[config.mk]
export PLATFORM = sky130hd
export DESIGN_NAME = add_multiplex_shift
export DESIGN_NICKNAME = d
export VERILOG_FILES = /design/src/rtl/add_multiplex_shift.sv
export SDC_FILE = /design/constraint.sdc
export NUM_CORES = 1
export LEC_CHECK = 0
export CORE_MARGIN = 2
export CORE_UTILIZATION = 55
export DETAILED_ROUTE_END_ITERATION = 10
export PLACE_DENSITY_LB_ADDON = 0.2
export SLEW_MARGIN = 20
export SYNTH_ARGS = -nofsm -noshare
export SYNTH_HDL_FRONTEND = slang
export SYNTH_SLANG_ARGS = --single-unit
export TNS_END_PERCENT = 100
[constraint.sdc]
create_clock -name clock -period 6.2 [get_ports clock]
set_input_delay 0.93 -clock clock [delete_from_list [all_inputs] [get_ports clock]]
set_output_delay 0.93 -clock clock [all_outputs]
set_load 0.1 [all_outputs]
[src/rtl/add_multiplex_shift.sv]
// ============================================================================
// Module   : add_multiplex_shift
// Purpose  : LUT5 fabric configurable as 2-bit adder, 8:1 mux or 8-bit shifter.
//            Optional macro ADD_MUX_SHIFT_CFG_READBACK_EN adds cfg_rdata.
// Revision : 1.0
// ============================================================================
`default_nettype none

module add_multiplex_shift_cell (
    input  logic        clock,
    input  logic        reset_n,
    input  logic [31:0] i_lut,
    input  logic        i_mode,
    input  logic [4:0]  i_a,
    output logic        o_y
);
    logic w_comb;
    logic r_q;

    assign w_comb = i_lut[i_a];

    always_ff @(posedge clock) begin
        if (!reset_n) r_q <= 1'b0;
        else          r_q <= w_comb;
    end

    assign o_y = i_mode ? r_q : w_comb;
endmodule

module add_multiplex_shift (
    input  logic        clock,
    input  logic        reset_n,
    input  logic [11:0] in,
    output logic [8:0]  out,
    input  logic        cfg_we,
    input  logic [3:0]  cfg_addr,
`ifdef ADD_MUX_SHIFT_CFG_READBACK_EN
    output logic [31:0] cfg_rdata,
`endif
    input  logic [31:0] cfg_data
);
    localparam int c_ADD0 = 0;
    localparam int c_ADD1 = 1;
    localparam int c_ADDC = 2;
    localparam int c_MUX  = 3;
    localparam int c_MUXS = 4;
    localparam int c_REGC = 5;

    // Configuration has a power-up value only; reset_n never touches it.
    logic [31:0] r_lut [0:5] = '{default: 32'h0};
    logic [5:0]  r_mode      = 6'h0;
    logic [15:0] r_sb0       = 16'h0;
    logic [15:0] r_sb12      = 16'h0;
    logic [15:0] r_sb3       = 16'h0;

    always_ff @(posedge clock) begin
        if (cfg_we) begin
            if (cfg_addr < 4'd12) begin
                if (cfg_addr[0]) r_mode[cfg_addr[3:1]] <= cfg_data[0];
                else             r_lut[cfg_addr[3:1]]  <= cfg_data;
            end else begin
                case (cfg_addr)
                    4'd12:   r_sb0  <= cfg_data[15:0];
                    4'd13:   r_sb12 <= cfg_data[15:0];
                    4'd14:   r_sb3  <= cfg_data[15:0];
                    default: ;
                endcase
            end
        end
    end

    logic w_unused_sb;
    assign w_unused_sb = ^{r_sb0[15:1], r_sb12[15:1], r_sb3[15:2]};

    // Adder group
    logic [1:0] w_a, w_b;
    logic       w_c0, w_c1, w_c2, w_p0, w_p1, w_s0, w_s1;
    assign w_a  = in[1:0] & {2{r_sb0[0]}};
    assign w_b  = in[3:2] & {2{r_sb0[0]}};
    assign w_c0 = in[4] & r_sb0[0];

    add_multiplex_shift_cell u_add1_0 (.clock(clock), .reset_n(reset_n), .i_lut(r_lut[c_ADD1]),
        .i_mode(r_mode[c_ADD1]), .i_a({3'b0, w_b[0], w_a[0]}), .o_y(w_p0));
    add_multiplex_shift_cell u_add1_1 (.clock(clock), .reset_n(reset_n), .i_lut(r_lut[c_ADD1]),
        .i_mode(r_mode[c_ADD1]), .i_a({3'b0, w_b[1], w_a[1]}), .o_y(w_p1));
    add_multiplex_shift_cell u_addc_0 (.clock(clock), .reset_n(reset_n), .i_lut(r_lut[c_ADDC]),
        .i_mode(r_mode[c_ADDC]), .i_a({2'b0, w_a[0], w_b[0], w_c0}), .o_y(w_c1));
    add_multiplex_shift_cell u_addc_1 (.clock(clock), .reset_n(reset_n), .i_lut(r_lut[c_ADDC]),
        .i_mode(r_mode[c_ADDC]), .i_a({2'b0, w_a[1], w_b[1], w_c1}), .o_y(w_c2));
    add_multiplex_shift_cell u_add0_0 (.clock(clock), .reset_n(reset_n), .i_lut(r_lut[c_ADD0]),
        .i_mode(r_mode[c_ADD0]), .i_a({3'b0, w_p0, w_c0}), .o_y(w_s0));
    add_multiplex_shift_cell u_add0_1 (.clock(clock), .reset_n(reset_n), .i_lut(r_lut[c_ADD0]),
        .i_mode(r_mode[c_ADD0]), .i_a({3'b0, w_p1, w_c1}), .o_y(w_s1));

    // Select routing shared by the mux tree and the shift trees
    logic w_s8, w_s9, w_s10;
    assign w_s8  = in[8]  & r_sb12[0];
    assign w_s9  = in[9]  & r_sb12[0];
    assign w_s10 = in[10] & r_sb12[0];

    logic [3:0] w_l1;
    logic [1:0] w_l2;
    logic       w_root;

    for (genvar j = 0; j < 4; j++) begin : g_mux_l1
        add_multiplex_shift_cell u_cell (.clock(clock), .reset_n(reset_n), .i_lut(r_lut[c_MUX]),
            .i_mode(r_mode[c_MUX]), .i_a({2'b0, w_s8, in[2*j+1], in[2*j]}), .o_y(w_l1[j]));
    end

    for (genvar j = 0; j < 2; j++) begin : g_mux_l2
        add_multiplex_shift_cell u_cell (.clock(clock), .reset_n(reset_n), .i_lut(r_lut[c_MUX]),
            .i_mode(r_mode[c_MUX]), .i_a({2'b0, w_s9, w_l1[2*j+1], w_l1[2*j]}), .o_y(w_l2[j]));
    end

    add_multiplex_shift_cell u_mux_root (.clock(clock), .reset_n(reset_n), .i_lut(r_lut[c_MUX]),
        .i_mode(r_mode[c_MUX]), .i_a({2'b0, w_s10, w_l2[1], w_l2[0]}), .o_y(w_root));

    // Shift group; neighbours feed from the MUXS flops so a mis-set mode never closes a loop
    logic       w_regc1, w_regc2;
    logic [7:0] w_r1, w_r2, w_muxs_comb, w_q;
    logic [7:0] r_shq;
    logic [9:0] w_qx;

    add_multiplex_shift_cell u_regc_1 (.clock(clock), .reset_n(reset_n), .i_lut(r_lut[c_REGC]),
        .i_mode(r_mode[c_REGC]), .i_a({4'b0, in[11]}), .o_y(w_regc1));
    add_multiplex_shift_cell u_regc_2 (.clock(clock), .reset_n(reset_n), .i_lut(r_lut[c_REGC]),
        .i_mode(r_mode[c_REGC]), .i_a({4'b0, in[11]}), .o_y(w_regc2));

    assign w_qx = {w_regc2, r_shq, w_regc1};

    for (genvar k = 0; k < 8; k++) begin : g_shift
        add_multiplex_shift_cell u_r1 (.clock(clock), .reset_n(reset_n), .i_lut(r_lut[c_MUX]),
            .i_mode(r_mode[c_MUX]), .i_a({2'b0, w_s8, in[k], r_shq[k]}), .o_y(w_r1[k]));
        add_multiplex_shift_cell u_r2 (.clock(clock), .reset_n(reset_n), .i_lut(r_lut[c_MUX]),
            .i_mode(r_mode[c_MUX]), .i_a({2'b0, w_s9, w_qx[k+2], w_qx[k]}), .o_y(w_r2[k]));
        assign w_muxs_comb[k] = r_lut[c_MUXS][{2'b0, w_s10, w_r2[k], w_r1[k]}];
    end

    always_ff @(posedge clock) begin
        if (!reset_n) r_shq <= 8'h00;
        else          r_shq <= w_muxs_comb;
    end

    assign w_q = r_mode[c_MUXS] ? r_shq : w_muxs_comb;

    always_comb begin
        out = 9'h000;
        case (r_sb3[1:0])
            2'd0:    out[2:0] = {w_c2, w_s1, w_s0};
            2'd1:    out[0]   = w_root;
            2'd2:    out      = {w_regc2, w_q};
            default: ;
        endcase
    end

`ifdef ADD_MUX_SHIFT_CFG_READBACK_EN
    always_comb begin
        cfg_rdata = 32'h0;
        if (cfg_addr < 4'd12) begin
            if (cfg_addr[0]) cfg_rdata = {31'h0, r_mode[cfg_addr[3:1]]};
            else             cfg_rdata = r_lut[cfg_addr[3:1]];
        end else begin
            case (cfg_addr)
                4'd12:   cfg_rdata = {16'h0, r_sb0};
                4'd13:   cfg_rdata = {16'h0, r_sb12};
                4'd14:   cfg_rdata = {16'h0, r_sb3};
                default: cfg_rdata = 32'h0;
            endcase
        end
    end
`endif
endmodule

`default_nettype wire

# Yosys cells after proc, flatten, opt, wreduce, memory -nomap -nowiden
# Memories as Yosys holds them, arrays and structs flattened.
# Index checks and enable logic that the tools add are counted.
# W data, S select, Z words.
# word_totals
elab_cells,212
mem_bits_rw,192
input_bits,51
register_bits,48
n_memories,1
out_inout_bits,9
# mem_list
name,words,width,read_ports,rd_clocked_by_memory_dff,wr,line_no,rtl
r_lut,6,32,6,0,1,50,logic [31:0] r_lut [0:5] = '{default: 32'h0};
# op_classes
bitwise_logic,7
magnitude_cmp,41
n_reduce_logical,6
eq_ne,5
muxes,117
# op_table
operator,n
$lt A3 B6 Y1 const B,33
$bmux W1 S3,33
$mux W1,74
$lt A2 B6 Y1 const B,4
$eq A4 B4 Y1 const B,3
$reduce_and A3 Y1,4
$bmux W1 S2,4
$mux W8,1
$bwmux W6,1
$lt A1 B6 Y1 const B,1
$mux W6,1
$and A1 B1 Y1,4
$and A2 B2 Y2,2
$lt A3 B4 Y1 const B,1
$lt A4 B4 Y1 const B,1
$pmux W2 S2,1
$demux W1 S3,1
$ge A3 B1 Y1 const B,1
$pmux W1 S3,1
$eq A2 B1 Y1 const B,1
$eq A2 B2 Y1 const B,1
$logic_not A2 Y1,1
$logic_and A1 B1 Y1,1
$not A1 Y1,1

# Logic depth before layout (Yosys ltp)
# Gate-level depths: netlist (run 1).
# depth
ltp_word,11
ltp_mapped,9
mapped_depth_nobuf,8

# Cells and area by module
# A second synthesis (run 1) with hierarchy kept.
# unflattened
hier_cells,1726
area_unflattened_um2,18288.8
# modules_own_cells
module,cells_per_inst,instances,area_each_um2,seq_area_each_um2
add_multiplex_shift_cell,45,31,379.1,20.0
add_multiplex_shift,331,1,6536.3,5505.3

# Worst setup path after synthesis (run 1)
# Ideal clock, no wire load.
# synth_path
path_kind,input to output
startpoint,input in[4]
endpoint,output out[2]
required_ns,5.270
arrival_time_ns,5.619
cell_stages,9
path_buffers,1
path_slack_ns,-0.349
cell_sequence,buf_2 > mux4_2 > nand2_1 > a31oi_1 > mux2i_2 > mux4_2 > o22ai_1 > and3_1 > o41ai_1
# synth_via
elab_chain_len,8
# synth_lines
item,line_no,rtl
from (decl),33,"input logic [11:0] in,"
$and A1 B1 Y1,80,assign w_c0 = in[4] & r_sb0[0];
$bmux W1 S3,20,assign w_comb = i_lut[i_a];
$mux W1 (implied by the code),20,
$mux W1,27,assign o_y = i_mode ? r_q : w_comb;
$bmux W1 S3,20,
$mux W1 (implied by the code),20,
$mux W1,27,
$pmux W2 S2,148,case (r_sb3[1:0])
to (decl),34,"output logic [8:0] out,"
# Every way passes these cells. The select of a mux whose other input is x is not followed.

# Worst setup path after layout (run 1)
# layout_path
startpoint,input in[0]
endpoint,output out[0]
# layout_via
elab_chain_len,10
word_cells_on_any_way,23
classes_between,mux (22); bitwise (1)
# layout_lines
item,line_no
$bmux W1 S3,20
$mux W1 (implied by the code),20
$mux W1,27
$bmux W1 S3,20
$mux W1 (implied by the code),20
$mux W1,27
$bmux W1 S3,20
$mux W1 (implied by the code),20
$mux W1,27
$pmux W1 S3 (*),148
# Mark *: on every way between the ends. The rest lies on a longest branch, timed or not. The select of a mux whose other input is x is not followed.

==> qor.csv, run 1 <==
metric,value,unit
DIE WIDTH,100.4,um
Max Slew Vio Count,0,
Num CTS Buffers,9,
Ys Warns,0,
final setup fails,0,
placed instance area,0.005441,sq mm
Synth Area in Adders,0,
vias in the first global route,3586,
crit path DAT,4.12,ns
Hold Path Cell Cnt,2,
mux cell area share after synthesis,0.3599,
post-CTS resize count,0,
Skew-Pair Late Insertion Delay,0.36,ns
WL final,11990,um
final layout net count,491,
post-DP HPWL,8365,um
Max Root-Sink Buffers,2,
H-tree depth,3,
"most common cell after layout, fill and taps aside",mux4_2,
Max Fclk,198.0,MHz
run status,"complete, no violations",
Core Region,0.009109,sq mm
Netlist cell types,48,
sequential-to-total area share from yosys stat,0.4071,
# DRC,0,
via count,3637,
FP Rows,35,
die height,100.4,um
top-area cell type share of the netlist area,0.2584,
ant diodes,0,
gr ovfl total,0,
first-pass GRT wire length,19120,um
post-synthesis cell count,424,
clock transition time at the flip-flop clock pins of the worst setup and hold paths,0.08,ns
Tmin final,5.051,ns
Required @ worst endpoint,5.27,ns
Worst Path Max Fanout,12,
Setup TNS,0,ns
Max Cap Viol,0,
"commonest non-fill, non-tap cells in the layout","47 x mux4_2, 44 x edfxtp_1, 40 x nor2_1, 38 x dfxtp_1, 34 x mux2i_1",
period utilization,0.8147,
WL per Instance,21.57,um
layout cells sized above 1,0.2382,
GPL Wtd Cong,0.8118,
relative slew slack,0.3579,
Post-Synth XOR/XNOR Area,0,
"Design Area, Final",0.005642,sq mm
LEAKAGE,2.037,nW
CTS tree,done,
Avg Vias per Cell,6.541,
Root Driver,clkbuf_8,
first-pass iteration count of the detailed router,5,
Post-DRT Antenna Nets,0,
Mapped Nets,475,
power density over the cells,222.4,mW/mm^2
Worst Tran Pin Value,0.9601,ns
Initial Utilization,0.5614,
clock skew,0.01785,ns
main combinational cell family by area after synthesis,multiplexers,
Reg2Reg Depth,6,
Synth Area in Simple Gates,0.1184,
"Avg Cell Area, Syn",12.06,sq um
Hold Slack,0.5801,ns
Post-CTS Setup Bufs,0,
"Hold Vio Cnt, Final",0,
Port Buf Inserts,35,
clk sinks,82,
Worst VDD drop,0.0001552,V
hold_buf cts,0,
Iter 0 DRT Violations,269,
RSZ-0062 raised after global routing,no,
pin count of the biggest net entering global routing,22,
Yosys top cell by area,edfxtp_1,
number of placed I/O pins,60,
area of the mapped netlist,0.005114,sq mm
Worst setup EP type,output pin,
Die ar.,0.01009,sq mm
ys async rst share,0,
GRT Total Usage,0.2529,
"Top FF cell, synth",edfxtp_1,
WS Path Type,primary input to output pin,
#FFs+latches synth,82,
CP startpoint kind,primary input,
Post-synth EDFFs,44,
Area growth syn-to-layout,10.33,%
min-delay worst type,flop to flop,
initial antenna violation count,0,
post-synthesis compound-gate area fraction,0.07512,
Area contributors post-synth,"edfxtp_1 26%, mux4_2 21%, dfxtp_1 15%",
==> through the flow <==
step / utilization / cells / power, mW / worst slack (ns)
2_1_floorplan: - / 424 / 0.8052 / 0.6368
3_3_place_gp: 0.5974 / 540 / 0.8600 / 1.219
3_5_place_dp: 0.5974 / 540 / 0.8662 / 1.174
4_1_cts: 0.6194 / 556 / 1.264 / 1.175
5_1_grt: 0.6194 / 556 / 1.306 / 0.8565
6_report: 0.6194 / 556 / 1.255 / 1.149
==> flip-flops by register name, indices dropped and copies added, names as in the netlist <==
name	count
r_shq	8
r_sb0	1
g_shift.u_r2.r_q	8
r_sb12	1
u_add0_1.r_q	1
r_sb3	2
r_mode	6
g_shift.u_r1.r_q	8
u_mux_root.r_q	1
u_add1_0.r_q	1
g_mux_l1.u_cell.r_q	4
u_addc_0.r_q	1
r_lut	34
u_add1_1.r_q	1
u_addc_1.r_q	1
u_regc_2.r_q	1
u_add0_0.r_q	1
g_mux_l2.u_cell.r_q	2
==> Yosys cell counts (2+ instances only) <==
cell type	n
a211oi_1	5
a21oi_1	11
a221oi_1	5
a22o_1	2
a22oi_1	2
a31oi_1	3
and2_1	23
and3_1	4
buf_2	16
clkbuf_1	13
dfxtp_1	38
edfxtp_1	44
inv_1	9
mux2_1	7
mux2_2	29
mux2i_1	34
mux4_2	47
nand2_1	24
nand2b_1	3
nand3_1	10
nand3b_1	4
nor2_1	40
nor2b_1	4
nor3_1	5
nor3b_1	2
o21a_1	3
o21ai_0	10
o21ai_1	4
o22ai_1	4
==> report_power, final <==
group | switching, mW | leakage, nW | internal [mW]
registers | 0.0279 | 0.714 | 0.598
logic | 0.108 | 1.23 | 0.120
clock network | 0.210 | 0.0910 | 0.191
total | 0.346 | 2.04 | 0.908
==> metal layers <==
| layer | GRT usage | routed length [um] | vias up |
|---|---|---|---|
| met5 | 0 | 0 | - |
| met4 | 0.1033 | 316 | 0 |
| met3 | 0.04178 | 867 | 26 |
| met2 | 0.4171 | 5849 | 164 |
| met1 | 0.3346 | 4960 | 1789 |
| li1 | - | - | 1658 |
==> cells by family after synthesis <==
family / count (synthesis)
DFF: 82
buffers and inverters: 42
muxes: 119
and+or+nand+nor: 123
AOI/OAI and AO/OA: 58
==> final timing paths <==
path | from | endpoint | slack, ns
setup / recovery | in[0] | out[0] | 1.15
setup reg to reg | r_lut[3][7] | r_shq[1] | 3.25
hold reg to reg | r_lut[1][0] | u_add1_0.r_q | 0.58
hold / removal | r_lut[1][0] | u_add1_0.r_q | 0.58
==> critical path: stages <==
cell	delay, ns
clkdlybuf4s50_1	0.83
mux2_2	0.41
o22ai_1	0.23
o21ai_0	0.13
a31oi_1	0.33
a31oi_1	0.16
a221oi_1	0.44
o21ai_1	0.12
a32oi_1	0.20
buf_4	0.32
==> layout make-up <==
cell class,count,area [sq um]
fill,732,3467
multi-input combinational,300,2838
sequential,82,2082
timing repair buffer,37,345.3
tap,111,138.9
clock buffer,10,127.6
clock inverter,6,72.57
inverter,10,37.54
(Power assumes the default switching activity.)
==> inputs of run 2 (changes only) <==
--- a/config.mk
+++ b/config.mk
@@ -6,7 +6,7 @@
 export NUM_CORES = 1
 export LEC_CHECK = 0
 export CORE_MARGIN = 2
-export CORE_UTILIZATION = 55
+export CORE_UTILIZATION = 51
 export DETAILED_ROUTE_END_ITERATION = 10
 export PLACE_DENSITY_LB_ADDON = 0.2
 export SLEW_MARGIN = 20
==> constraint.sdc (replaced) <==
create_clock -name clock -period 4.6 [get_ports clock]
set_input_delay 0.69 -clock clock [delete_from_list [all_inputs] [get_ports clock]]
set_output_delay 0.69 -clock clock [all_outputs]
set_load 0.1 [all_outputs]
==> run 2 against run 1 <==
Effect of this change: worst setup slack lost 1.0 ns; clock power up 22%; final area rose by 3.6%.
==> qor.csv, run 2 (same netlist as run 1, synthesis figures left out) <==
metric,value,unit,change
WL final,12660,um,+5.5%
CTS tree,done,,
H-tree depth,3,,unchanged
Worst Tran Pin Value,0.8329,ns,-0.1272 ns
"Design Area, Final",0.005844,sq mm,+3.6%
hold_buf cts,0,,unchanged
Tmin final,4.499,ns,
initial antenna violation count,0,,unchanged
Worst Path Max Fanout,12,,unchanged
RSZ-0062 raised after global routing,no,,
Skew-Pair Late Insertion Delay,0.36,ns,about the same
final setup fails,0,,unchanged
Post-CTS Setup Bufs,0,,unchanged
via count,3757,,+3.3%
CP startpoint kind,primary input,,
Max Slew Vio Count,0,,unchanged
Required @ worst endpoint,3.91,ns,-1.36 ns
Hold Path Cell Cnt,2,,unchanged
Worst R2R Start,r_lut[3][7],,
Largest register FFs,34,,unchanged
relative slew slack,0.4430,,+0.08509
DIE WIDTH,104.1,um,+3.7%
Worst setup EP type,output pin,,
"commonest non-fill, non-tap cells in the layout","47 x mux4_2, 44 x edfxtp_1, 40 x nor2_1, 38 x dfxtp_1, 33 x mux2i_1",,
vias in the first global route,3880,,+8.2%
WS Path Type,primary input to output pin,,
number of placed I/O pins,60,,unchanged
# DRC,0,,unchanged
Num CTS Buffers,9,,unchanged
"Hold Vio Cnt, Final",0,,unchanged
r2r setup slk,1.64,ns,-1.61 ns
Hold Startpoint,g_mux_l1[3].u_cell.r_q,,
Worst VDD drop,0.0001709,V,+10%
Port Buf Inserts,35,,unchanged
pin count of the biggest net entering global routing,22,,unchanged
Core Region,0.009774,sq mm,+7.3%
crit path DAT,3.81,ns,-0.31 ns
Avg Vias per Cell,6.379,,-2.5%
LEAKAGE,2.126,nW,+4.4%
clock skew,0.01221,ns,-0.005640 ns
final layout net count,502,,+2.2%
placed instance area,0.005662,sq mm,+4.0%
first-pass iteration count of the detailed router,4,,-1
post-CTS resize count,0,,unchanged
Iter 0 DRT Violations,244,,-9.3%
"most common cell after layout, fill and taps aside",mux4_2,,
ant diodes,0,,unchanged
clock transition time at the flip-flop clock pins of the worst setup and hold paths,0.09,ns,about the same
die height,104.1,um,+3.7%
first-pass GRT wire length,20600,um,+7.7%
capture point of the worst reg-to-reg path,r_shq[1],,
Die ar.,0.01084,sq mm,+7.5%
Hold Path Sink,g_mux_l2[1].u_cell.r_q,,
min-delay worst type,flop to flop,,
layout cells sized above 1,0.2654,,+0.02715
WL per Instance,21.49,um,-0.38%
Reg2Reg Depth,6,,unchanged
Initial Utilization,0.5232,,-0.03823
Util after Layout,0.5979,,-0.02144
GRT Total Usage,0.2456,,-0.007323
post-DP HPWL,9138,um,+9.2%
Max Root-Sink Buffers,2,,unchanged
power density over the cells,283.5,mW/mm^2,+27%
clk sinks,82,,unchanged
Post-DRT Antenna Nets,0,,unchanged
Setup TNS,0,ns,unchanged
GPL Wtd Cong,0.8288,,+2.1%
period utilization,0.9780,,
Fill cells,805,,+10%
Max Cap Viol,0,,unchanged
gr ovfl total,0,,unchanged
FP Rows,36,,+2.9%
total power,1.657,mW,+32%
Max Fclk,222.3,MHz,
Hold Slack,0.5957,ns,+0.01551 ns
Root Driver,clkbuf_8,,
Area growth syn-to-layout,14.29,%,
run status,"complete, no violations",,
## run 2: metrics by stage
stage / setup slack (ns) / instances
final: 0.1014 / 589
after global placement: 0.1954 / 573
after global routing: 0.03339 / 589
after detailed placement: 0.1635 / 573
after floorplan: -0.1412 / 424
after CTS: 0.1472 / 589
## run 2: cell type report
class,count,area [sq um],share of cell area
multi-input cells,300,2854,0.4883
flip-flops and latches,82,2082,0.3562
repair buffers,48,528.0,0.09034
well taps,133,166.4,0.02847
clock buffers,11,141.4,0.02419
inverters,10,37.54,0.006423
clock inverters,5,35.03,0.005994
## run 2: how the worst max path moves through the flow
stage	start	to	depth (start not counted)
detailed placement	in[8]	out[2]	10
finish	in[8]	out[0]	9
global route	in[8]	out[0]	9
CTS	in[8]	out[0]	9
floorplan	in[4]	out[2]	9
global placement	in[0]	out[2]	11
## run 2: layer usage
layer	GRT usage	share of wire
met4	0.1071	0.027
met3	0.04950	0.079
met2	0.4013	0.48
met5	0	0
met1	0.3188	0.41
## run 2: power by group
part / internal (mW) / switching (mW)
registers: 0.806 / 0.0363
logic: 0.174 / 0.153
clock network: 0.213 / 0.274
total: 1.19 / 0.464
## run 2: critical path: stages
cell and delay (ns):
clkdlybuf4s50_1 0.60, nand2_4 0.20, mux2i_1 0.21, mux4_2 0.59
a2111o_1 0.43, a221oi_1 0.42, o21ai_1 0.19, a32oi_2 0.26
buf_12 0.21
==> inputs of run 3 (changes only) <==
--- a/config.mk
+++ b/config.mk
@@ -5,6 +5,7 @@
 export SDC_FILE = /design/constraint.sdc
 export NUM_CORES = 1
 export LEC_CHECK = 0
+export ABC_CLOCK_PERIOD_IN_PS = 4600
 export CORE_MARGIN = 2
 export CORE_UTILIZATION = 51
 export DETAILED_ROUTE_END_ITERATION = 10
==> results of run 3 <==
The final DEF is identical to that of run 2; final timing and power are the same.
